--- config.mk ---
export PLATFORM = sky130hd
export DESIGN_NAME = seq_pattern_tx
export DESIGN_NICKNAME = d
export VERILOG_FILES = /design/src/rtl/seq_pattern_tx.sv
export SDC_FILE = /design/constraint.sdc
export NUM_CORES = 1
export LEC_CHECK = 0
export ABC_AREA = 1
export ABC_CLOCK_PERIOD_IN_PS = 1730
export CAP_MARGIN = 25
export CORE_ASPECT_RATIO = 1.2
export CORE_MARGIN = 2
export CORE_UTILIZATION = 32
export CTS_CLUSTER_SIZE = 14
export DETAILED_ROUTE_END_ITERATION = 12
export MAX_ROUTING_LAYER = met4
export PLACE_DENSITY = 0.54
export SYNTH_ARGS = -nofsm -noshare
export SYNTH_HDL_FRONTEND = slang
export SYNTH_SLANG_ARGS = --single-unit
--- constraint.sdc ---
create_clock -name clk -period 1.73 [get_ports clk]
set_clock_uncertainty 0.05 [all_clocks]
set_input_delay 0.519 -clock clk [delete_from_list [all_inputs] [get_ports clk]]
set_output_delay 0.519 -clock clk [all_outputs]
set_load 0.02 [all_outputs]
--- src/rtl/seq_pattern_tx.sv ---
// Serial pattern transmitter: shifts a captured PAT_W-bit pattern out MSB-first,
// repeated reps times, with GAP_LEN idle cycles between repetitions; all outputs registered.
module seq_pattern_tx #(
    parameter int PAT_W   = 4,
    parameter int CNT_W   = 4,
    parameter int GAP_LEN = 0
) (
    input  logic             clk,
    input  logic             rst,
    input  logic             start,
    input  logic [PAT_W-1:0] pattern,
    input  logic [CNT_W-1:0] reps,
    input  logic             abort,
    output logic             dout,
    output logic             dvalid,
    output logic             busy,
    output logic             done,
    output logic [CNT_W-1:0] tx_count
);

    localparam int BC_W  = (PAT_W > 1) ? $clog2(PAT_W) : 1;
    localparam int GAP_W = (GAP_LEN > 1) ? $clog2(GAP_LEN) : 1;
    localparam logic [BC_W-1:0]  BIT_LAST = BC_W'(PAT_W - 1);
    localparam logic [GAP_W-1:0] GAP_INIT = (GAP_LEN > 0) ? GAP_W'(GAP_LEN - 1) : '0;
    localparam logic [CNT_W-1:0] CNT_MAX  = '1;

    typedef enum logic [1:0] {
        IDLE  = 2'd0,
        SHIFT = 2'd1,
        GAP   = 2'd2,
        DONE  = 2'd3
    } state_t;

    state_t           state_q, state_d;
    logic [PAT_W-1:0] shreg_q, shreg_d;
    logic [PAT_W-1:0] pat_q, pat_d;
    logic [BC_W-1:0]  bit_cnt_q, bit_cnt_d;
    logic [CNT_W-1:0] rem_q, rem_d;
    logic [GAP_W-1:0] gap_q, gap_d;
    logic [CNT_W-1:0] tx_count_q, tx_count_d;
    logic             dout_q, dout_d;
    logic             dvalid_q, dvalid_d;
    logic             busy_q, busy_d;
    logic             done_q, done_d;

    always_ff @(posedge clk) begin
        if (rst) begin
            state_q    <= IDLE;
            shreg_q    <= '0;
            pat_q      <= '0;
            bit_cnt_q  <= '0;
            rem_q      <= '0;
            gap_q      <= '0;
            tx_count_q <= '0;
            dout_q     <= 1'b0;
            dvalid_q   <= 1'b0;
            busy_q     <= 1'b0;
            done_q     <= 1'b0;
        end else begin
            state_q    <= state_d;
            shreg_q    <= shreg_d;
            pat_q      <= pat_d;
            bit_cnt_q  <= bit_cnt_d;
            rem_q      <= rem_d;
            gap_q      <= gap_d;
            tx_count_q <= tx_count_d;
            dout_q     <= dout_d;
            dvalid_q   <= dvalid_d;
            busy_q     <= busy_d;
            done_q     <= done_d;
        end
    end

    always_comb begin
        state_d    = state_q;
        shreg_d    = shreg_q;
        pat_d      = pat_q;
        bit_cnt_d  = bit_cnt_q;
        rem_d      = rem_q;
        gap_d      = gap_q;
        tx_count_d = tx_count_q;

        case (state_q)
            IDLE: begin
                if (start) begin
                    pat_d      = pattern;
                    tx_count_d = '0;
                    if (reps != '0) begin
                        state_d   = SHIFT;
                        shreg_d   = pattern;
                        bit_cnt_d = BIT_LAST;
                        rem_d     = reps - CNT_W'(1);
                    end else begin
                        state_d = DONE;
                    end
                end
            end
            SHIFT: begin
                // abort wins over the end-of-repetition update, so tx_count holds
                if (abort) begin
                    state_d = IDLE;
                end else if (bit_cnt_q != '0) begin
                    shreg_d   = {shreg_q[PAT_W-2:0], 1'b0};
                    bit_cnt_d = bit_cnt_q - BC_W'(1);
                end else begin
                    tx_count_d = (tx_count_q == CNT_MAX) ? tx_count_q : tx_count_q + CNT_W'(1);
                    if (rem_q == '0) begin
                        state_d = DONE;
                    end else if (GAP_LEN == 0) begin
                        shreg_d   = pat_q;
                        bit_cnt_d = BIT_LAST;
                        rem_d     = rem_q - CNT_W'(1);
                    end else begin
                        state_d = GAP;
                        gap_d   = GAP_INIT;
                    end
                end
            end
            GAP: begin
                if (abort) begin
                    state_d = IDLE;
                end else if (gap_q == '0) begin
                    state_d   = SHIFT;
                    shreg_d   = pat_q;
                    bit_cnt_d = BIT_LAST;
                    rem_d     = rem_q - CNT_W'(1);
                end else begin
                    gap_d = gap_q - GAP_W'(1);
                end
            end
            DONE: begin
                state_d = IDLE;
            end
            default: begin
                state_d = IDLE;
            end
        endcase

        // Outputs are registered views of the state being entered
        dvalid_d = (state_d == SHIFT);
        dout_d   = (state_d == SHIFT) && shreg_d[PAT_W-1];
        busy_d   = (state_d == SHIFT) || (state_d == GAP);
        done_d   = (state_d == DONE);
    end

    assign dout     = dout_q;
    assign dvalid   = dvalid_q;
    assign busy     = busy_q;
    assign done     = done_q;
    assign tx_count = tx_count_q;

endmodule

# Word level (Yosys, flattened, before mapping)

Index checks and enable logic that the tools add are counted.

Reduce and logical (&&, ||, !) cells: 13
Equality and inequality tests: 16
Bitwise gates (word level): 1
Add/subtract/negate cells: 5
Multiplexer cells: 38

Operator list:

| operator              | number |
|---|---|
| $mux W4               | 18 |
| $mux W2               | 14 |
| $pmux W4 S3           | 2 |
| $ne A2 B2 Y1 const B  | 8 |
| $eq A2 B2 Y1 const B  | 4 |
| $pmux W2 S4           | 1 |
| $pmux W4 S2           | 1 |
| $reduce_and A8 Y1     | 1 |
| $sub A4 B1 Y4 const B | 2 |
| $reduce_and A7 Y1     | 1 |
| $pmux W2 S3           | 1 |
| $reduce_and A5 Y1     | 1 |
| $add A4 B1 Y4 const B | 1 |
| $eq A2 B1 Y1 const B  | 2 |
| $eq A4 B4 Y1 const B  | 1 |
| $logic_not A4 Y1      | 1 |
| $reduce_and A2 Y1     | 2 |
| $reduce_bool A2 Y1    | 2 |
| $reduce_bool A4 Y1    | 1 |
| $ne A3 B3 Y1 const B  | 1 |
| $reduce_bool A3 Y1    | 1 |
| $logic_not A2 Y1      | 1 |
| $sub A2 B1 Y2 const B | 1 |
| $logic_and A1 B1 Y1   | 1 |
| other kinds (4)       | 4 |

Output and inout port bits: 8
Input bits: 12
Register bits: 25
Word-level logic and storage cells: 85

# Logic depth before layout (Yosys ltp)

Depth after elaboration: 7
Depth in mapped cells: 11
Depth with buffers taken out: 11

# Least setup slack after synthesis

No wires, ideal clock.

Kind: register to register
Start: reg state_q[0]
End: reg rem_q[2]
Required time: 1.614 ns
Stages on the path, launching flop included: 9
Path buffers: 0
Path slack: 0.053 ns
Arrival time: 1.561 ns
Period minus slack after synthesis: 1.677 ns
Path through: dfxtp_1 inv_1 ha_1 o21ai_1 inv_1 ha_1 xnor2_1 nand2_2 a21oi_2

Word-level cells in the longest chain between the ends: 3
Elaborated cells on any way between the ends: 13
Classes of those cells: eq/ne: 9; mux: 1; reduce/logical: 3

RTL lines:

| item                                                                | line | source |
|---|---|---|
| start: declaration                                                  | 34   | `state_t state_q, state_d;` |
| start signal: assignment                                            | 60   | `state_q <= state_d;` |
| $eq A2 B1 Y1, or another cell as far along                          | 83   | `case (state_q)` |
| $ne A2 B2 Y1 (no source line) or $reduce_bool A3 Y1 (tied branches) | -    |  |
| $reduce_and A8 Y1 (no source line)                                  | -    |  |
| end signal: assignment                                              | 64   | `rem_q <= rem_d;` |
| end: declaration                                                    | 38   | `logic [CNT_W-1:0] rem_q, rem_d;` |

Parallel ways exist; a longest one is shown, timed or not.
A chain may end at the register's enable or synchronous reset.

# Worst setup path in the final report

Start: reg state_q[0]
End: reg shreg_q[2]

Word-level cells in the longest chain between the ends: 3
Elaborated cells on any way between the ends: 12
Classes of those cells: eq/ne: 8; mux: 1; reduce/logical: 3

RTL lines:

| item                                                        | line | source |
|---|---|---|
| $eq A2 B1 Y1, or another cell as far along                  | 83   |  |
| $ne A3 B3 Y1 (no source line), or another cell as far along | -    |  |
| $reduce_and A7 Y1 (no source line)                          | -    |  |
| end signal: assignment                                      | 61   | `shreg_q <= shreg_d;` |
| end: declaration                                            | 35   | `logic [PAT_W-1:0] shreg_q, shreg_d;` |

Parallel ways exist; a longest one is shown, timed or not.

==> impl_metrics.yaml <==
status:
  outcome: "finished clean"
timing:
  period_share: 0.941
  hold_violations: 0
  min_period_ns: 1.63
  fmax_mhz: 614
  finalWorstSetupSlack_ns: 0.101
  tns_ns: 0
  worst_slew_pin_slew_ns: 0.256
  slew_headroom: 0.829
  slew_viol_final: 0
  setup_violations: 0
logic_synthesis:
  async_reset_ff_frac: 0
  synthDistinctLibCells: 28
  synth_top_flop_cell: "dfxtp_1"
  yosys_warnings: 0
  synth-edff-count: 0
  ys_ff_latch: 24
  syn_avg_cell_area_um2: 6.75
  syn_inst: 219
  netlist_area_um2: 1480
  ys_seq_area_frac: 0.325
  synth_fp_nets: 240
global_routing:
  grt_use_met2: 0.274
  top_usage_layer: "met2"
  grt_antenna_before_repair: 0
  grt_pass1_wl_mm: 6.43
  grt-ovfl-total: 0
  use_met3: 0.0215
  grt_max_degree: 13
  first_global_vias: 1447
  grt_util_met1: 0.199
  grt.total_usage: 0.165
drt:
  drtIter0Drc: 44
  vias_per_cell: 4.54
  wl_mm: 3.71
  wl_per_cell_um: 11.3
  drc: 0
  ant_nets: 0
  firstDrtPassIters: 4
  vias: 1488
run:
  drv_cap: 0
worst_setup_path:
  critPathCaptureType: "register"
  critical_path.cell_chain: "buf_4 -> ha_4 -> buf_4 -> nand2_2 -> nand2_2 -> a21oi_4 -> nand2_4 -> nand2_1 -> nand2_1 -> nor2_1"
  cp_slowest_cell: "dfxtp_1"
  slowest_delay_ns: 0.33
  cp_top_family: "simple AND/OR/NAND/NOR gates"
  crit_buf_inv: 2
  arrival_ns: 1.79
  required_ns: 1.90
  crit_path_start_kind: "register"
  crit_fanout: 7
  crit_type: "reg2reg"
finish:
  final_cell_mix: "nand2_1 (52), buf_4 (31), dfxtp_1 (24)"
  nets: 293
  register_area_um2: 480
  layout-drive-gt1-share: 0.274
  nFillCells: 513
  area_growth_syn_to_layout_pct: 39.6
  final_common_cell: "nand2_1"
  antenna_cells: 0
  multi_input_area_um2: 905
clocking:
  clock-root-buffer: "clkbuf_8"
  clk_latency_ns: 0.27
  h-tree-depth: 1
  ctsHoldBuffers: 0
  cts_buffers: 3
  clkTransAtPathRegs_ns: 0.09
  cts_sinks: 24
  cts_tree: "done"
  clockBufferDepth: 2
floorplanning:
  io_pins: 20
  die_h_um: 78.5
  die_w_um: 66.1
  placementRows: 27
  core_area_um2: 4530
  initial_utilization: 0.327
  dieArea_um2: 5180
place:
  place_ws_ns: -0.290
  gp_congestion: 0.778
  io_buffers: 19
  dp_hpwl_mm: 2.88
hold_path:
  hold_path.class: "reg2reg"
power_and_ir_drop:
  ir_worst_vdd_uv: 491
  total_power_mw: 2.13
  powerDensity_nw_per_um2: 1030
  leakage_nw: 1.06
[path summary, 6_finish.rpt]
check | slack (ns) | to | cells after the start | start
worst max-delay path | 0.10 | shreg_q[2] | 10 | state_q[0]
worst min-delay path | 0.41 | bit_cnt_q[1] | 2 | bit_cnt_q[1]
worst max register to register | 0.10 | shreg_q[2] | 10 | state_q[0]
worst min register to register | 0.41 | bit_cnt_q[1] | 2 | bit_cnt_q[1]
[cell usage after synthesis (2+ instances only)]
| master | count | share of area |
|---|---|---|
| nand2_1 | 53 | 0.13 |
| nor2_1 | 26 | 0.066 |
| inv_1 | 25 | 0.063 |
| dfxtp_1 | 24 | 0.32 |
| nand3_1 | 23 | 0.078 |
| inv_2 | 11 | 0.028 |
| a21oi_1 | 9 | 0.030 |
| ha_1 | 9 | 0.076 |
| o21ai_1 | 8 | 0.027 |
| o21ai_0 | 6 | 0.020 |
| nand2_2 | 5 | 0.021 |
| nand2_4 | 2 | 0.015 |
| nand4_1 | 2 | 0.0085 |
| nor2_4 | 2 | 0.015 |
[logic make-up (layout without fill, tap and decap cells)]
| logic type | Yosys count | in the layout | share of synthesized area |
|---|---|---|---|
| AND/OR/NAND/NOR | 118 | 118 | 0.376 |
| XOR/XNOR | 2 | 2 | 0.0118 |
| adder cells (fa/ha/maj) | 9 | 9 | 0.0761 |
| buffers and inverters | 38 | 89 | 0.102 |
| flip-flops | 24 | 24 | 0.325 |
| AO/OA/AOI/OAI | 28 | 28 | 0.110 |
[tightest hold or removal path, stage by stage, from the launching register on]
cell and delay [ns]:
dfxtp_1 0.32, nand2_1 0.06, a21oi_1 0.05
[state kept, by name, indices dropped and copies added, names as in the netlist]
| register | flops |
|---|---|
| pat_q | 4 |
| rem_q | 4 |
| shreg_q | 4 |
| tx_count | 4 |
| bit_cnt_q | 2 |
| state_q | 2 |
| busy | 1 |
| done | 1 |
| dout | 1 |
| dvalid | 1 |
[power breakdown]
part           leakage, nW  switching (mW)  internal, mW
Sequential           0.198          0.0639         0.654
Clock               0.0216           0.187         0.156
Combinational        0.840           0.593         0.479
Total                 1.06           0.844          1.29
[metrics by stage]
step	instances	area (um^2)	hold slack, ns	util
finish	328	2060	0.415	0.456
global route	328	2060	0.450	0.456
CTS	325	1980	0.419	0.437
detailed placement	322	1940	0.405	0.428
global placement	322	1940	0.402	0.428
floorplan	219	1480	0.389	-
[what timing repair did]
action / 4_1_cts / 5_1_grt
pin swaps: 0 / 6
gates resized for setup: 12 / 21
buffers inserted: 0 / 3
endpoints found under the setup margin: 16 / 12
[metal layers]
metal / up-vias / routed length (um) / part of all wire
li1: 793 / - / -
met1: 673 / 1680 / 0.45
met2: 17 / 1870 / 0.50
met3: 5 / 96 / 0.026
met4: 0 / 68 / 0.018
met5: - / 0 / 0
[layout make-up]
| type | count | area share |
|---|---|---|
| multi-input cells | 157 | 0.438 |
| flip-flops and latches | 24 | 0.233 |
| inverters | 36 | 0.0667 |
| well taps | 58 | 0.0352 |
| repair buffers | 50 | 0.207 |
| clock buffers | 3 | 0.0200 |
Power figures use the tool's default switching activity.
